===== src/rtl/translation_pkg.sv =====
// Shared types and constants for the switch-to-display translation path:
// FSM state encoding, seven-segment glyph ROM, conversion step count and
// the BCD add-3 adjust used by the double-dabble engine.
package translation_pkg;

  typedef enum logic [1:0] {
    IDLE   = 2'd0,
    CONV   = 2'd1,
    COMMIT = 2'd2
  } state_t;

  // Number of shift-add-3 iterations for an 8-bit binary input.
  localparam int CONV_STEPS = 8;

  // Active-high glyphs (gfedcba) for hex digits 0..F.
  localparam logic [6:0] SEG_ROM [16] = '{
    7'h3F, 7'h06, 7'h5B, 7'h4F, 7'h66, 7'h6D, 7'h7D, 7'h07,
    7'h7F, 7'h6F, 7'h77, 7'h7C, 7'h39, 7'h5E, 7'h79, 7'h71
  };

  // Active-high "all segments off"; the decoder applies output polarity.
  localparam logic [6:0] SEG_BLANK = 7'h00;

  // Add 3 to every BCD nibble that is 5 or more, ahead of the left shift.
  function automatic logic [11:0] bcd_adjust(input logic [11:0] b);
    logic [11:0] r;
    r = b;
    for (int i = 0; i < 3; i++) begin
      if (r[i*4 +: 4] >= 4'd5) r[i*4 +: 4] = r[i*4 +: 4] + 4'd3;
    end
    return r;
  endfunction

endpackage


===== src/rtl/translation_ctrl_if.sv =====
// Request/display bundle between the board-side driver (master) and the
// translation controller (slave).
interface translation_ctrl_if;
  logic       set;
  logic [7:0] sw;
  logic       busy;
  logic       done;
  logic [7:0] ledr;
  logic       ledg8;
  logic [6:0] hex4;
  logic [6:0] hex5;
  logic [6:0] dec6;
  logic [6:0] dec7;

  modport master (
    output set, sw,
    input  busy, done, ledr, ledg8, hex4, hex5, dec6, dec7
  );

  modport slave (
    input  set, sw,
    output busy, done, ledr, ledg8, hex4, hex5, dec6, dec7
  );
endinterface


===== src/rtl/translation_ctrl_seg7_decode.sv =====
// Nibble to seven-segment (gfedcba) decoder with a blank override and
// selectable output polarity. Purely combinational; the caller registers.
module seg7_decode
  import translation_pkg::*;
#(
  parameter bit SEG_ACTIVE_LOW = 1'b1
) (
  input  logic [3:0] nib_i,
  input  logic       blank_i,
  output logic [6:0] seg_o
);

  logic [6:0] raw;

  // Look up the glyph, force blank if requested, then apply polarity.
  always_comb begin
    raw   = blank_i ? SEG_BLANK : SEG_ROM[nib_i];
    seg_o = SEG_ACTIVE_LOW ? ~raw : raw;
  end

endmodule


===== src/rtl/translation_ctrl.sv =====
// Sequencing controller: on a rising edge of set it captures sw, runs an
// 8-step double-dabble conversion, then commits hex, decimal and overflow
// results to registered display outputs with a busy/done handshake.
// Optional feature macro: TRANSLATION_PENDING_EN (one-deep request queue
// for requests arriving while a conversion is in flight).
module translation_ctrl
  import translation_pkg::*;
#(
  parameter bit SEG_ACTIVE_LOW = 1'b1,
  parameter bit BLANK_LEADING  = 1'b1
) (
  input  logic               clk,
  input  logic               rst,
  translation_ctrl_if.slave  bus
);

  localparam logic [6:0] BLANK_OUT = SEG_ACTIVE_LOW ? ~SEG_BLANK : SEG_BLANK;
  localparam logic [3:0] LAST_STEP = 4'(CONV_STEPS - 1);

  state_t      state_q;
  logic        set_q;
  logic [7:0]  val_q;
  logic [7:0]  bin_q;
  logic [11:0] bcd_q;
  logic [3:0]  cnt_q;
  logic        busy_q;
  logic        done_q;
  logic [7:0]  ledr_q;
  logic        ledg8_q;
  logic [6:0]  hex4_q, hex5_q, dec6_q, dec7_q;

  logic        start;
  logic [19:0] shift_d;

`ifdef TRANSLATION_PENDING_EN
  logic        pend_q;
  logic [7:0]  pend_val_q;
  logic [7:0]  next_val_d;
`endif

  // Decoder wiring: 0=hex4 (low nibble), 1=hex5, 2=dec6 (ones), 3=dec7 (tens).
  logic [3:0] nib   [4];
  logic       blank [4];
  logic [6:0] seg   [4];

  // Rising-edge request and one double-dabble iteration (adjust, then shift).
  always_comb begin
    start   = bus.set & ~set_q;
    shift_d = {bcd_adjust(bcd_q), bin_q} << 1;
  end

  // Decoder inputs; only the tens digit may be blanked when it is zero.
  always_comb begin
    nib[0]   = val_q[3:0];
    nib[1]   = val_q[7:4];
    nib[2]   = bcd_q[3:0];
    nib[3]   = bcd_q[7:4];
    blank[0] = 1'b0;
    blank[1] = 1'b0;
    blank[2] = 1'b0;
    blank[3] = BLANK_LEADING && (bcd_q[7:4] == 4'd0);
  end

  generate
    for (genvar gi = 0; gi < 4; gi++) begin : g_dec
      seg7_decode #(.SEG_ACTIVE_LOW(SEG_ACTIVE_LOW)) u_dec (
        .nib_i   (nib[gi]),
        .blank_i (blank[gi]),
        .seg_o   (seg[gi])
      );
    end
  endgenerate

`ifdef TRANSLATION_PENDING_EN
  // A request arriving in the COMMIT cycle itself is newer than any pending one.
  always_comb next_val_d = start ? bus.sw : pend_val_q;
`endif

  // Controller FSM with registered handshake and display outputs.
  always_ff @(posedge clk or posedge rst) begin
    if (rst) begin
      state_q <= IDLE;
      set_q   <= 1'b0;
      val_q   <= '0;
      bin_q   <= '0;
      bcd_q   <= '0;
      cnt_q   <= '0;
      busy_q  <= 1'b0;
      done_q  <= 1'b0;
      ledr_q  <= '0;
      ledg8_q <= 1'b0;
      hex4_q  <= BLANK_OUT;
      hex5_q  <= BLANK_OUT;
      dec6_q  <= BLANK_OUT;
      dec7_q  <= BLANK_OUT;
`ifdef TRANSLATION_PENDING_EN
      pend_q     <= 1'b0;
      pend_val_q <= '0;
`endif
    end else begin
      set_q  <= bus.set;
      done_q <= 1'b0;
      case (state_q)
        IDLE: begin
          if (start) begin
            val_q   <= bus.sw;
            bin_q   <= bus.sw;
            bcd_q   <= '0;
            cnt_q   <= '0;
            busy_q  <= 1'b1;
            state_q <= CONV;
          end
        end
        CONV: begin
          {bcd_q, bin_q} <= shift_d;
          cnt_q          <= cnt_q + 4'd1;
          if (cnt_q == LAST_STEP) state_q <= COMMIT;
`ifdef TRANSLATION_PENDING_EN
          if (start) begin
            pend_q     <= 1'b1;
            pend_val_q <= bus.sw;
          end
`endif
        end
        COMMIT: begin
          ledr_q  <= val_q;
          ledg8_q <= (bcd_q[11:8] != 4'd0);
          hex4_q  <= seg[0];
          hex5_q  <= seg[1];
          dec6_q  <= seg[2];
          dec7_q  <= seg[3];
          done_q  <= 1'b1;
`ifdef TRANSLATION_PENDING_EN
          pend_q <= 1'b0;
          if (pend_q || start) begin
            val_q   <= next_val_d;
            bin_q   <= next_val_d;
            bcd_q   <= '0;
            cnt_q   <= '0;
            state_q <= CONV;
          end else begin
            busy_q  <= 1'b0;
            state_q <= IDLE;
          end
`else
          busy_q  <= 1'b0;
          state_q <= IDLE;
`endif
        end
        default: begin
          busy_q  <= 1'b0;
          state_q <= IDLE;
        end
      endcase
    end
  end

  assign bus.busy  = busy_q;
  assign bus.done  = done_q;
  assign bus.ledr  = ledr_q;
  assign bus.ledg8 = ledg8_q;
  assign bus.hex4  = hex4_q;
  assign bus.hex5  = hex5_q;
  assign bus.dec6  = dec6_q;
  assign bus.dec7  = dec7_q;

endmodule


===== src/flat_wrapper.sv =====
// flat-port wrapper written by rule: the top's interface ports become plain ports
module translation_ctrl_flat import translation_pkg::*;
#(
  parameter bit SEG_ACTIVE_LOW = 1'b1,
  parameter bit BLANK_LEADING  = 1'b1
)
  (clk, rst, bus_set, bus_sw, bus_busy, bus_done, bus_ledr, bus_ledg8, bus_hex4, bus_hex5, bus_dec6, bus_dec7);
  translation_ctrl_if bus_i ();
  input  logic clk;
  input  logic rst;
  input wire logic [$bits(bus_i.set)-1:0] bus_set;
  input wire logic [$bits(bus_i.sw)-1:0] bus_sw;
  output wire logic [$bits(bus_i.busy)-1:0] bus_busy;
  output wire logic [$bits(bus_i.done)-1:0] bus_done;
  output wire logic [$bits(bus_i.ledr)-1:0] bus_ledr;
  output wire logic [$bits(bus_i.ledg8)-1:0] bus_ledg8;
  output wire logic [$bits(bus_i.hex4)-1:0] bus_hex4;
  output wire logic [$bits(bus_i.hex5)-1:0] bus_hex5;
  output wire logic [$bits(bus_i.dec6)-1:0] bus_dec6;
  output wire logic [$bits(bus_i.dec7)-1:0] bus_dec7;
  assign bus_i.set = bus_set;
  assign bus_i.sw = bus_sw;
  assign bus_busy = bus_i.busy;
  assign bus_done = bus_i.done;
  assign bus_ledr = bus_i.ledr;
  assign bus_ledg8 = bus_i.ledg8;
  assign bus_hex4 = bus_i.hex4;
  assign bus_hex5 = bus_i.hex5;
  assign bus_dec6 = bus_i.dec6;
  assign bus_dec7 = bus_i.dec7;
  translation_ctrl #(.SEG_ACTIVE_LOW(SEG_ACTIVE_LOW), .BLANK_LEADING(BLANK_LEADING)) u_core (.clk(clk), .rst(rst), .bus(bus_i));
endmodule

===== config.mk =====
export PLATFORM = sky130hd
export DESIGN_NAME = translation_ctrl_flat
export DESIGN_NICKNAME = d
export VERILOG_FILES = /design/src/rtl/translation_pkg.sv /design/src/rtl/translation_ctrl_if.sv /design/src/rtl/translation_ctrl_seg7_decode.sv /design/src/rtl/translation_ctrl.sv /design/src/flat_wrapper.sv
export SDC_FILE = /design/constraint.sdc
export NUM_CORES = 1
export LEC_CHECK = 0
export ABC_AREA = 1
export ABC_CLOCK_PERIOD_IN_PS = 2400
export BUFFER_PORTS_ARGS = -buffer_cell sky130_fd_sc_hd__buf_4
export CORE_MARGIN = 10
export CORE_UTILIZATION = 45
export CTS_BUF_LIST = sky130_fd_sc_hd__clkbuf_16
export DETAILED_ROUTE_END_ITERATION = 12
export PLACE_DENSITY = 0.67
export SLEW_MARGIN = 20
export SYNTH_ARGS = -nofsm -noshare
export SYNTH_HDL_FRONTEND = slang
export SYNTH_SLANG_ARGS = --single-unit

===== constraint.sdc =====
create_clock -name clk -period 2.4 [get_ports clk]
set_input_delay 0.48 -clock clk [delete_from_list [all_inputs] [get_ports clk]]
set_output_delay 0.48 -clock clk [all_outputs]
set_load 0.01 [all_outputs]

---- Word-level counts from Yosys, hierarchy flattened ----
Memory sizes are Yosys's and may differ from the RTL's.
Cells that the tools add are included.
storage, ports and cells
  register bits ........................... 74
  ROM bits ................................ 448
  bits of input ports ..................... 11
  output and inout bits ................... 39
  logic and storage cells ................. 77
  memories kept ........................... 4
cells by class
  add/sub/neg operators ................... 4
  magnitude comparators ................... 7
  equal/unequal tests ..................... 5
  muxes and demuxes ....................... 24
  bitwise gates (word level) .............. 11
  reductions and logical operators ........ 8
memories
  memory            words  bits a word  rd ports  clocked after memory_dff  wr ports  RTL line                            text
  (name not given)  16     7            1         0                         0         translation_ctrl_seg7_decode.sv:17  raw = blank_i ? SEG_BLANK : SEG_ROM[nib_i];
  (name not given)  16     7            1         0                         0         translation_ctrl_seg7_decode.sv:17
  (name not given)  16     7            1         0                         0         translation_ctrl_seg7_decode.sv:17
  (name not given)  16     7            1         0                         0         translation_ctrl_seg7_decode.sv:17
operators by type and width
  kind                                                                     number
  7-bit two-way mux                                                        9
  7-bit NOT                                                                4
  12-bit one-hot mux with 2 select lines                                   1
  5-bit >= comparator, second input constant                               4
  4-bit NOT with 5-bit output                                              4
  8-bit one-hot mux with 2 select lines                                    1
  4-bit by 3-bit >= comparator with 1-bit output, second input constant    3
  12-bit two-way mux                                                       1
  4-bit two-way mux                                                        3
  4-bit by 2-bit adder with 4-bit output, second input constant            2
  8-bit two-way mux                                                        1
  4-bit one-hot mux with 2 select lines                                    1
  2-bit AND reduction                                                      4
  4-bit by 1-bit adder with 4-bit output, second input constant            1
  4-bit by 3-bit == test with 1-bit output, second input constant          1
  4-bit zero test                                                          1
  2-bit two-way mux                                                        2
  2-bit by 1-bit inequality test with 1-bit output, second input constant  2
  2-bit one-hot mux with 2 select lines                                    1
  4-bit nonzero test                                                       1
  3-bit by 2-bit adder with 3-bit output, second input constant            1
  3-bit two-way mux                                                        1
  2-bit by 1-bit == test with 1-bit output, second input constant          1
  2-bit == test, second input constant                                     1
  other kinds (6)                                                          8

---- Depth between registers and ports, before layout ----
Gate-level depths: netlist (run 1).
  word-level depth ........................ 6
  gate-level depth with buffers ........... 9
  mapped depth without buffers ............ 9

---- By module ----
A second synthesis (run 1) with hierarchy kept.
unflattened totals
  cells, all modules ...................... 572
  area, all modules ....................... 4354.2 um2
modules (own cells, without submodules)
  module                                   times used  cells each  area each (um2)  seq. area each (um2)
  translation_ctrl                         1           361         3193.1           1886.8
  seg7_decode (u_core.g_dec[0].u_dec ...)  3           53          285.3            0.0
  seg7_decode (u_core.g_dec[2].u_dec)      1           52          305.3            0.0

---- Least setup slack after synthesis (run 1) ----
OpenSTA, ideal clock, no wires.
  path kind ............................... register to register
  from .................................... register u_core.bcd_q[0]
  to ...................................... register u_core.bcd_q[3]
  setup time .............................. 0.127 ns
  arrival time ............................ 1.190 ns
  required time ........................... 2.273 ns
  setup slack ............................. 1.083 ns
  cell stages (with the launch flop) ...... 7
  path buffers ............................ 0
  period minus slack after synthesis ...... 1.317 ns
  cell sequence ........................... dfrtp_1 > inv_1 > ha_1 > ha_1 > nand2_1 > nand3_1 > o21ai_0
on the way
  cells in the longest elaborated chain, start to end .. 3
  elaborated cells between the ends (all ways) .. 4
  those cells by class .................... 1 x add/sub; 1 x order compare; 2 x mux
RTL lines
  what                                                                                                             RTL line                 text
  from (decl)                                                                                                      translation_ctrl.sv:24   logic [11:0] bcd_q;
  from (signal assigned)                                                                                           translation_ctrl.sv:115  {bcd_q, bin_q} <= shift_d;
  4-bit by 2-bit adder with 4-bit output / 4-bit by 3-bit >= comparator with 1-bit output (equally long branches)  translation_pkg.sv:29    if (r[i*4 +: 4] >= 4'd5) r[i*4 +: 4] = r[i*4 +: 4] + 4'd3;
  4-bit two-way mux (*)                                                                                            translation_pkg.sv:29
  12-bit one-hot mux with 2 select lines (*)                                                                       translation_ctrl.sv:103  case (state_q)
Every way passes the cells marked *; elsewhere a longest branch is shown, timed or not.
A chain may end at the register's enable or synchronous reset.

---- Worst setup path in the final report (run 1) ----
  from .................................... register u_core.state_q[1]
  to ...................................... register u_core.bcd_q[0]
on the way
  cells in the longest elaborated chain, start to end .. 3
  elaborated cells between the ends (all ways) .. 6
  those cells by class .................... 2 x eq/ne; 1 x mux; 3 x reduce/logical
RTL lines
  what                                                                                                            RTL line                 text
  from (decl)                                                                                                     translation_ctrl.sv:20   state_t state_q;
  from (signal assigned)                                                                                          translation_ctrl.sv:82   state_q <= IDLE;
  from (signal assigned)                                                                                          translation_ctrl.sv:111  state_q <= CONV;
  from (signal assigned)                                                                                          translation_ctrl.sv:117  if (cnt_q == LAST_STEP) state_q <= COMMIT;
  2-bit by 1-bit == test with 1-bit output / 2-bit zero test (equally long branches)                              translation_ctrl.sv:103
  2-bit nonzero test (no source line) / 2-bit by 1-bit inequality test with 1-bit output (equally long branches)  n/a
  2-bit AND reduction (no source line)                                                                            n/a
Several ways; a longest one is shown, not always the timed one.

==> flow_metrics.py, run 1 <==
metrics = {
    "cells_and_area": {
        "drive_gt1_share_pct": 18.85,
        "syn_to_final_growth_pct": 17.78,
        "nets": 593,
        "antennaDiodeCount": 0,
        "fillers": 831,
        "fin_cells": 665,
    },
    "timing": {
        "rsz0062_at_grt": "false",
        "hold_viol_final": 0,
        "max_freq_ghz": 0.6370,
        "setup_viol": 0,
        "fin_ws_ns": 0.8301,
        "slew_viol_final": 0,
        "skew_ns": 0.005146,
        "slew_headroom_pct": 48.55,
        "fin_crit_sh_pct": 65.41,
        "min_period_ns": 1.570,
        "hold_ws_ns": 0.2201,
        "final.setup.tns_ns": 0,
        "worst_pin_slew_ns": 0.7699,
    },
    "logic_synthesis": {
        "syn_area_sq_um": 4033,
        "synth_seq_cells": 74,
        "synth_most_common_cell": "nand2_1",
        "synth_top_area_share_pct": 28.54,
        "synth_nets": 550,
        "syn-instance-count": 509,
        "ys_types": 24,
        "synth_flop_cell": "dfrtp_1",
        "yosysSeqAreaShare_pct": 46.79,
        "synth_edf_count": 0,
        "syn_avg_cell_area_sq_um": 7.923,
        "yosys_warnings": 0,
        "yosysTopAreaCell": "dfrtp_1",
        "synth_common_cells": "nand2_1, nand3_1, nor2_1, dfrtp_1, inv_1",
        "synth_area_leaders": "dfrtp_1, dfstp_2, nand2_1, ha_1, nand3_1",
        "async_flop_share_pct": 100.0,
    },
    "cts": {
        "htree_levels": 3,
        "insertion_delay_ns": 0.33,
        "post_cts_buffers": 0,
        "clockBufferDepth": 2,
        "clkTransAtPathRegs_ns": 0.06,
        "hold_buffers": 0,
        "cts_made_buffers": 9,
        "clkSinkCount": 74,
        "cts_tree": "built",
        "root_buffer": "clkbuf_16",
        "ctsResizeCount": 0,
    },
    "floorplan": {
        "dieArea_sq_um": 13150,
        "core-area_sq_um": 8721,
        "ios": 50,
        "start_util_pct": 46.24,
        "row_count": 34,
        "die_h_um": 114.7,
        "die_x_um": 114.7,
    },
    "critical_path": {
        "critical-path-top-delay-family": "simple AND/OR/NAND/NOR gates",
        "critical_path.cell_chain": "inv_2 > nand2_1 > nand2_1 > o21ai_0",
        "cp-end-kind": "flip-flop",
        "cp_common_cell": "nand2_1",
        "crit_type": "reg2reg",
        "max_stage_delay_ns": 0.57,
        "crit_slowest_cell": "nand2_1",
        "critical_path.max_fanout": 24,
        "reg2reg_to": "u_core.bcd_q[0]",
        "r2r_setup_slack_ns": 0.83,
        "start_kind": "flip-flop",
        "crit_buf_inv": 1,
        "arrival_ns": 1.81,
        "cp.required_ns": 2.64,
        "r2r_cells": 4,
        "cp.depth": 4,
        "rr_startpoint": "u_core.state_q[1]",
    },
    "place": {
        "dp_slack_ns": 0.8319,
        "dp.cells": 649,
        "dp_hpwl_um": 6242,
        "port-buffer-count": 49,
        "gp_congestion": 0.8790,
    },
    "route": {
        "avgRoutedWirePerCell_um": 13.49,
        "wl_um": 8972,
        "viasPerCell": 5.122,
        "postRouteAntennaNets": 0,
        "route.vias.total": 3406,
        "drc_errors": 0,
        "drtIter0Drc": 160,
        "drt-pass1-iter-count": 4,
    },
    "grt": {
        "antenna_found_initial": 0,
        "grt.overflow.total": 0,
        "grt_use_total_pct": 14.15,
        "grt_pass1_wl_um": 15560,
        "grt_start_max_net_pins": 75,
        "first_global_vias": 3341,
    },
    "power": {
        "ir_drop_uv": 768.5,
        "finalPower_mw": 6.646,
        "power_density_nw_per_um2": 1399,
        "p_leak_nw": 2.399,
    },
    "status": {
        "status": "finished clean",
    },
    "job": {
        "maxCapViolCount": 0,
    },
    "min_path": {
        "holdCritPathClass": "in2async",
    },
}
## final cells by class
cell class | instances | area (sq um) | share of cell area, %
clock inverter | 7 | 62.56 | 1.317
timing repair buffer | 53 | 410.4 | 8.641
multi-input combinational | 376 | 1887 | 39.73
sequential | 74 | 1887 | 39.73
inverter | 38 | 142.6 | 3.003
clock buffer | 9 | 225.2 | 4.742
tap | 108 | 135.1 | 2.845
## worst reg2reg max path: cells and delay by family, from the launching register on
| family | cells | cell delay (ns) |
|---|---|---|
| compound gates | 1 | 0.23 |
| buf+inv | 1 | 0.06 |
| flops | 1 | 0.39 |
| simple gates | 2 | 0.80 |
## state kept, by name, summed over array words and instances (netlist names)
register and cells:
u_core.set_q 1, u_core.state_q 2, u_core.bus.busy 1, u_core.bin_q 8, u_core.bus.dec6 7, u_core.bus.ledr 8
u_core.bus.hex5 7, u_core.bus.done 1, u_core.bus.ledg8 1, u_core.bcd_q 12, u_core.cnt_q 4, u_core.val_q 8
u_core.bus.dec7 7, u_core.bus.hex4 7
## placed cells by master, fill, tap and decap left out, types with 9 or more instances in the layout
master     count
a21oi_1       10
buf_4         52
clkbuf_16      9
dfrtp_1       46
dfstp_2       28
ha_1          30
inv_1         35
nand2_1      159
nand3_1       72
nor2_1        50
o21ai_0       28
## metal layers
metal  GRT usage (%)  up-vias  share of wire, %
met5               0        -                 0
met4           5.180        0               1.3
met3           3.721       10               4.8
met2           21.37       60                45
met1           18.98     1605                49
li1                -     1731                 -
## worst max-delay path by stage
stage,from,to,slack (ns)
after CTS,u_core.state_q[1],u_core.bcd_q[0],0.83
after global routing,u_core.state_q[1],u_core.bcd_q[0],0.65
after global placement,bus_set,u_core.val_q[3],0.87
after floorplan,rst,u_core.bcd_q[0],0.08
after detailed placement,bus_set,u_core.val_q[7],0.83
final,u_core.state_q[1],u_core.bcd_q[0],0.83
## report_power, final
part,switching [mW],internal [mW]
logic,1.72,1.20
registers,0.524,1.92
clock network,0.499,0.792
## through the flow
stage	utilization, %	area [sq um]
floorplan	-	4033
global placement	51.16	4462
detailed placement	51.16	4462
CTS	54.46	4750
global route	54.46	4750
finish	54.46	4750
## cell families (layout without fill, tap and decap cells)
| kind of cell | count (synthesis) | after routing | synth area share, % |
|---|---|---|---|
| DFF | 74 | 74 | 46.79 |
| buffers and inverters | 59 | 107 | 6.422 |
| and+or+nand+nor | 293 | 293 | 30.34 |
| adders and majority gates | 30 | 30 | 9.308 |
| AOI/OAI and AO/OA | 52 | 52 | 6.919 |
| xor gates and xnor gates | 1 | 1 | 0.2172 |
Note: power is estimated with default switching activity, not from simulation.
==> inputs of run 2 (changes only) <==
- ABC_CLOCK_PERIOD_IN_PS: 2400 -> 1500
- PLACE_DENSITY: 0.67 -> unset
- clock period: 2.4 -> 1.5 ns (I/O delays scaled with it)
==> run 2 against run 1 <==
Compared with the run above: clock power grew 51%; via count is 0.32% lower; fmax increased by 15%; utilization up 1.3 points; worst hold slack worse by 0.16 ns; cell count rose by 2.0%; setup slack worse by 0.70 ns; combinational power increased by 73%; critical path depth increased by 2; final area rose by 2.4%; critical endpoint is now u_core.bus.dec6[6]; highest routed layer unchanged.
==> flow_metrics.py, run 2 (synthesized netlist as in run 1, its figures left out) <==
metrics = {
    "grt": {
        "first_global_vias": 3372,
        "grt_use_total_pct": 14.53,
        "grt_pass1_wl_um": 16040,
        "grt.overflow.total": 0,
        "grt_start_max_net_pins": 75,
        "antenna_found_initial": 0,
    },
    "cells_and_area": {
        "drive_gt1_share_pct": 21.58,
        "largest_reg_flops": 12,
        "top_register": "u_core.bcd_q",
        "nets": 606,
        "syn_to_final_growth_pct": 20.57,
        "fin_cells": 678,
        "fin_util_pct": 55.75,
        "final_common_cell": "nand2_1",
        "final_cell_mix": "nand2_1, nand3_1, buf_4",
        "antennaDiodeCount": 0,
    },
    "place": {
        "dp_hpwl_um": 6622,
        "dp.cells": 662,
        "gp_congestion": 0.8642,
        "port-buffer-count": 49,
    },
    "cts": {
        "htree_levels": 3,
        "cts_made_buffers": 9,
        "post_cts_buffers": 0,
        "clockBufferDepth": 2,
        "insertion_delay_ns": 0.32,
        "clkTransAtPathRegs_ns": 0.06,
        "clkSinkCount": 74,
        "cts_tree": "built",
        "root_buffer": "clkbuf_16",
    },
    "route": {
        "route.vias.total": 3395,
        "postRouteAntennaNets": 0,
        "wl_met3_um": 469,
        "wl_met1_um": 4387,
        "met2_length_um": 4170,
        "drt-pass1-iter-count": 5,
        "drc_errors": 0,
        "avgRoutedWirePerCell_um": 13.50,
        "drtIter0Drc": 191,
        "viasPerCell": 5.007,
        "top_layer": "met4",
        "wl_um": 9154,
    },
    "timing": {
        "slew_viol_final": 0,
        "max_freq_ghz": 0.7311,
        "worst_pin_slew_ns": 0.4057,
        "fin_crit_sh_pct": 91.19,
        "min_period_ns": 1.368,
        "setup_viol": 0,
        "slew_headroom_pct": 72.96,
        "hold_viol_final": 0,
        "final.setup.tns_ns": 0,
        "skew_ns": 0.009372,
        "rsz0062_at_grt": "false",
        "hold_ws_ns": 0.06394,
    },
    "critical_path": {
        "start_kind": "flip-flop",
        "max_stage_delay_ns": 0.37,
        "cp-end-kind": "flip-flop",
        "arrival_ns": 1.61,
        "critical-path-top-delay-family": "adder cells",
        "critical_path.max_fanout": 7,
        "crit_type": "reg2reg",
        "crit_buf_inv": 1,
        "cp.required_ns": 1.74,
        "critical_path.cell_chain": "inv_1 > ha_1 > ha_1 > nor2_1 > nand3b_1 > o21ai_0",
        "cp_common_cell": "ha_1",
        "crit_slowest_cell": "dfrtp_1",
    },
    "floorplan": {
        "start_util_pct": 46.24,
        "die_x_um": 114.7,
        "row_count": 34,
        "ios": 50,
        "dieArea_sq_um": 13150,
        "core-area_sq_um": 8721,
        "die_h_um": 114.7,
    },
    "power": {
        "power_density_nw_per_um2": 2210,
        "ir_drop_uv": 868.9,
        "p_leak_nw": 2.446,
    },
    "job": {
        "maxCapViolCount": 0,
    },
    "min_path": {
        "holdCritPathClass": "in2async",
    },
    "status": {
        "status": "finished clean",
    },
}
[run 2: worst reg2reg max path, stage by stage, from the launching register on]
cell and delay, ns:
dfrtp_1 0.37, inv_1 0.18, ha_1 0.26, ha_1 0.16, nor2_1 0.04, nand3b_1 0.15, o21ai_0 0.14
[run 2: metal layers]
layer | vias to the layer above | GRT usage [%]
met2 | 72 | 22.73
met4 | 0 | 4.845
li1 | 1757 | -
met5 | - | 0
met3 | 7 | 3.407
met1 | 1559 | 19.25
[run 2: where the power goes]
part | total (mW) | internal, mW | switching (mW)
sequential | 3.76 | 3.06 | 0.693
clock | 1.95 | 1.11 | 0.840
combinational | 5.04 | 2.12 | 2.91
total | 10.7 | 6.30 | 4.44
[run 2: final timing paths]
kind | start | end | slack, ns | cells past startpoint
hold / removal | rst | u_core.bus.ledr[5] | 0.06 | 3
setup reg to reg | u_core.bcd_q[0] | u_core.bus.dec6[6] | 0.13 | 6
setup / recovery | u_core.bcd_q[0] | u_core.bus.dec6[6] | 0.13 | 6
max in group asynchronous | rst | u_core.bus.dec6[6] | 1.05 | 3
min in group clk | bus_set | u_core.set_q | 0.10 | 1
hold reg to reg | u_core.bus.dec7[2] | u_core.bus.dec7[2] | 0.47 | 2
[run 2: what timing repair did]
item | 4_1_cts | 5_1_grt
resized for setup | 0 | 3
hold buffers | 0 | 0
endpoints found under the setup margin | 0 | 5
[run 2: cell type report]
class                      count  area (sq um)
fill                         815          3859
multi-input combinational    376          1889
sequential                    74          1887
timing repair buffer          66         533.0
clock buffer                   9         225.2
inverter                      38         146.4
tap                          108         135.1
clock inverter                 7         46.29
[run 2: metrics by stage]
| stage | total power, mW | setup slack [ns] | cell area, sq um |
|---|---|---|---|
| 4_1_cts | 10.86 | 0.1241 | 4860 |
| 3_3_place_gp | 8.757 | 0.1817 | 4588 |
| 2_1_floorplan | 7.111 | 0.1834 | 4036 |
| 5_1_grt | 11.83 | 0.007658 | 4862 |
| 6_report | 10.75 | 0.1322 | 4862 |
| 3_5_place_dp | 8.863 | 0.1357 | 4588 |
==> inputs of run 3 (changes only) <==
- SETUP_SLACK_MARGIN: unset -> 0.4
==> run 3 against run 2 <==
Compared with the run above: non-clock buffer count is 85 higher; critical path depth grew 1; clock skew is essentially flat; clock power grew 27%; combinational power rose by 96%; final area rose by 48%; global-route usage increased by 4.4 points; largest cell class unchanged; die area stayed put; first-iteration DRC count rose by 24%; routed wire length up 68%.
==> flow_metrics.py, run 3 (synthesized netlist as in run 1, its figures left out) <==
metrics = {
    "status": {
        "status": "finished clean",
    },
    "cells_and_area": {
        "drive_gt1_share_pct": 62.96,
        "final_common_cell": "nand2_1",
        "antennaDiodeCount": 0,
        "largest_reg_flops": 12,
        "fin_util_pct": 82.78,
        "nets": 692,
        "syn_to_final_growth_pct": 79.03,
        "top_register": "u_core.bcd_q",
        "final_cell_mix": "nand2_1, buf_4, buf_6",
        "fin_cells": 764,
    },
    "grt": {
        "antenna_found_initial": 0,
        "grt.overflow.total": 0,
        "first_global_vias": 4013,
        "grt_use_total_pct": 18.94,
        "grt_start_max_net_pins": 75,
        "grt_pass1_wl_um": 20260,
    },
    "route": {
        "drc_errors": 0,
        "route.vias.total": 4272,
        "viasPerCell": 5.592,
        "avgRoutedWirePerCell_um": 20.17,
        "drtIter0Drc": 236,
        "drt-pass1-iter-count": 5,
        "postRouteAntennaNets": 0,
        "wl_um": 15410,
    },
    "power": {
        "p_leak_nw": 3.290,
        "power_density_nw_per_um2": 2303,
        "ir_drop_uv": 1094,
    },
    "critical_path": {
        "cp.required_ns": 1.76,
        "cp-end-kind": "flip-flop",
        "start_kind": "flip-flop",
        "arrival_ns": 1.63,
        "crit_type": "reg2reg",
        "critical_path.max_fanout": 7,
        "r2r_setup_slack_ns": 0.13,
    },
    "floorplan": {
        "die_h_um": 114.7,
        "row_count": 34,
        "dieArea_sq_um": 13150,
        "die_x_um": 114.7,
        "start_util_pct": 46.24,
        "core-area_sq_um": 8721,
        "ios": 50,
    },
    "timing": {
        "fin_ws_ns": 0.1311,
        "max_freq_ghz": 0.7305,
        "final.setup.tns_ns": 0,
        "worst_pin_slew_ns": 0.4223,
        "slew_headroom_pct": 71.85,
        "setup_viol": 0,
        "min_period_ns": 1.369,
        "slew_viol_final": 0,
        "fin_crit_sh_pct": 91.26,
        "skew_ns": 0.009526,
        "rsz0062_at_grt": "true",
        "hold_viol_final": 0,
    },
    "place": {
        "dp_hpwl_um": 6562,
        "port-buffer-count": 49,
        "dp_slack_ns": 0.1686,
        "dp.cells": 656,
        "gp_congestion": 0.8893,
    },
    "cts": {
        "cts_made_buffers": 9,
        "htree_levels": 3,
        "root_buffer": "clkbuf_16",
        "clkSinkCount": 74,
        "cts_tree": "built",
        "insertion_delay_ns": 0.34,
        "clkTransAtPathRegs_ns": 0.06,
        "clockBufferDepth": 2,
    },
    "job": {
        "maxCapViolCount": 0,
    },
    "min_path": {
        "holdCritPathClass": "in2async",
    },
}
run 3: cell count changes in the layout (fill, tap and decap cells not counted), sizes merged:
| cell | change |
|---|---|
| buf | +83 |
| bufinv | +3 |
| clkbuf | +2 |
| clkinv | +5 |
| clkinvlp | -1 |
| inv | -6 |
run 3: cell type report:
cell class,instances,area (sq um)
inverter,38,220.2
tap,108,135.1
clock inverter,7,111.4
clock buffer,9,225.2
fill,448,1501
timing repair buffer,151,1672
multi-input combinational,376,2940
timing repair inverter,1,7.507
sequential,74,1908
run 3: worst paths after layout:
path,start,to,cells past startpoint
worst max-delay path,u_core.state_q[0],u_core.bin_q[7],7
worst min-delay path,rst,u_core.bus.done,3
worst max register to register,u_core.state_q[0],u_core.bin_q[7],7
worst min register to register,u_core.bus.dec6[5],u_core.bus.dec6[5],2
max in group asynchronous,rst,u_core.bus.hex5[2],3
min in group clk,bus_set,u_core.set_q,1
run 3: metrics by stage:
step                power (mW)  cell area [sq um]  hold slack (ns)
finish                   16.63               7219          0.07591
global route             17.53               7219          0.09237
CTS                      13.85               6326          0.08798
detailed placement       9.189               4697           0.4368
global placement         9.097               4697           0.4335
floorplan                7.467               4190           0.3314
run 3: critical path: stages (launching register included):
cell and delay (ns):
dfrtp_1 0.42, inv_2 0.11, buf_6 0.14, nor2_4 0.16, buf_6 0.13, buf_8 0.12, nand2_1 0.11, nand3_2 0.11
run 3: metal layers:
metal  share of wire (%)  routed length (um)  vias to the layer above  GRT usage, %
met5                   0                   0                        -             0
met4                 2.7                 412                        0         7.435
met3                 6.1                 945                       43         3.931
met2                  50                7680                      166         30.28
met1                  41                6372                     2114         24.41
li1                    -                   -                     1949             -
run 3: where the power goes:
part           internal, mW  total (mW)  leakage [nW]  switching [mW]
Clock                  1.61        2.48         0.172           0.863
Combinational          4.75        9.87          2.29            5.11
Sequential             3.12        4.28         0.832            1.16
Total                  9.49        16.6          3.29            7.14
run 3: timing repair:
action | 4_1_cts | 5_1_grt
gates resized for setup | 184 | 172
hold buffers | 0 | 0
pin swaps | 40 | 53
endpoints found under the setup margin | 100 | 111
buffers inserted | 51 | 28
gates cloned | 9 | 4
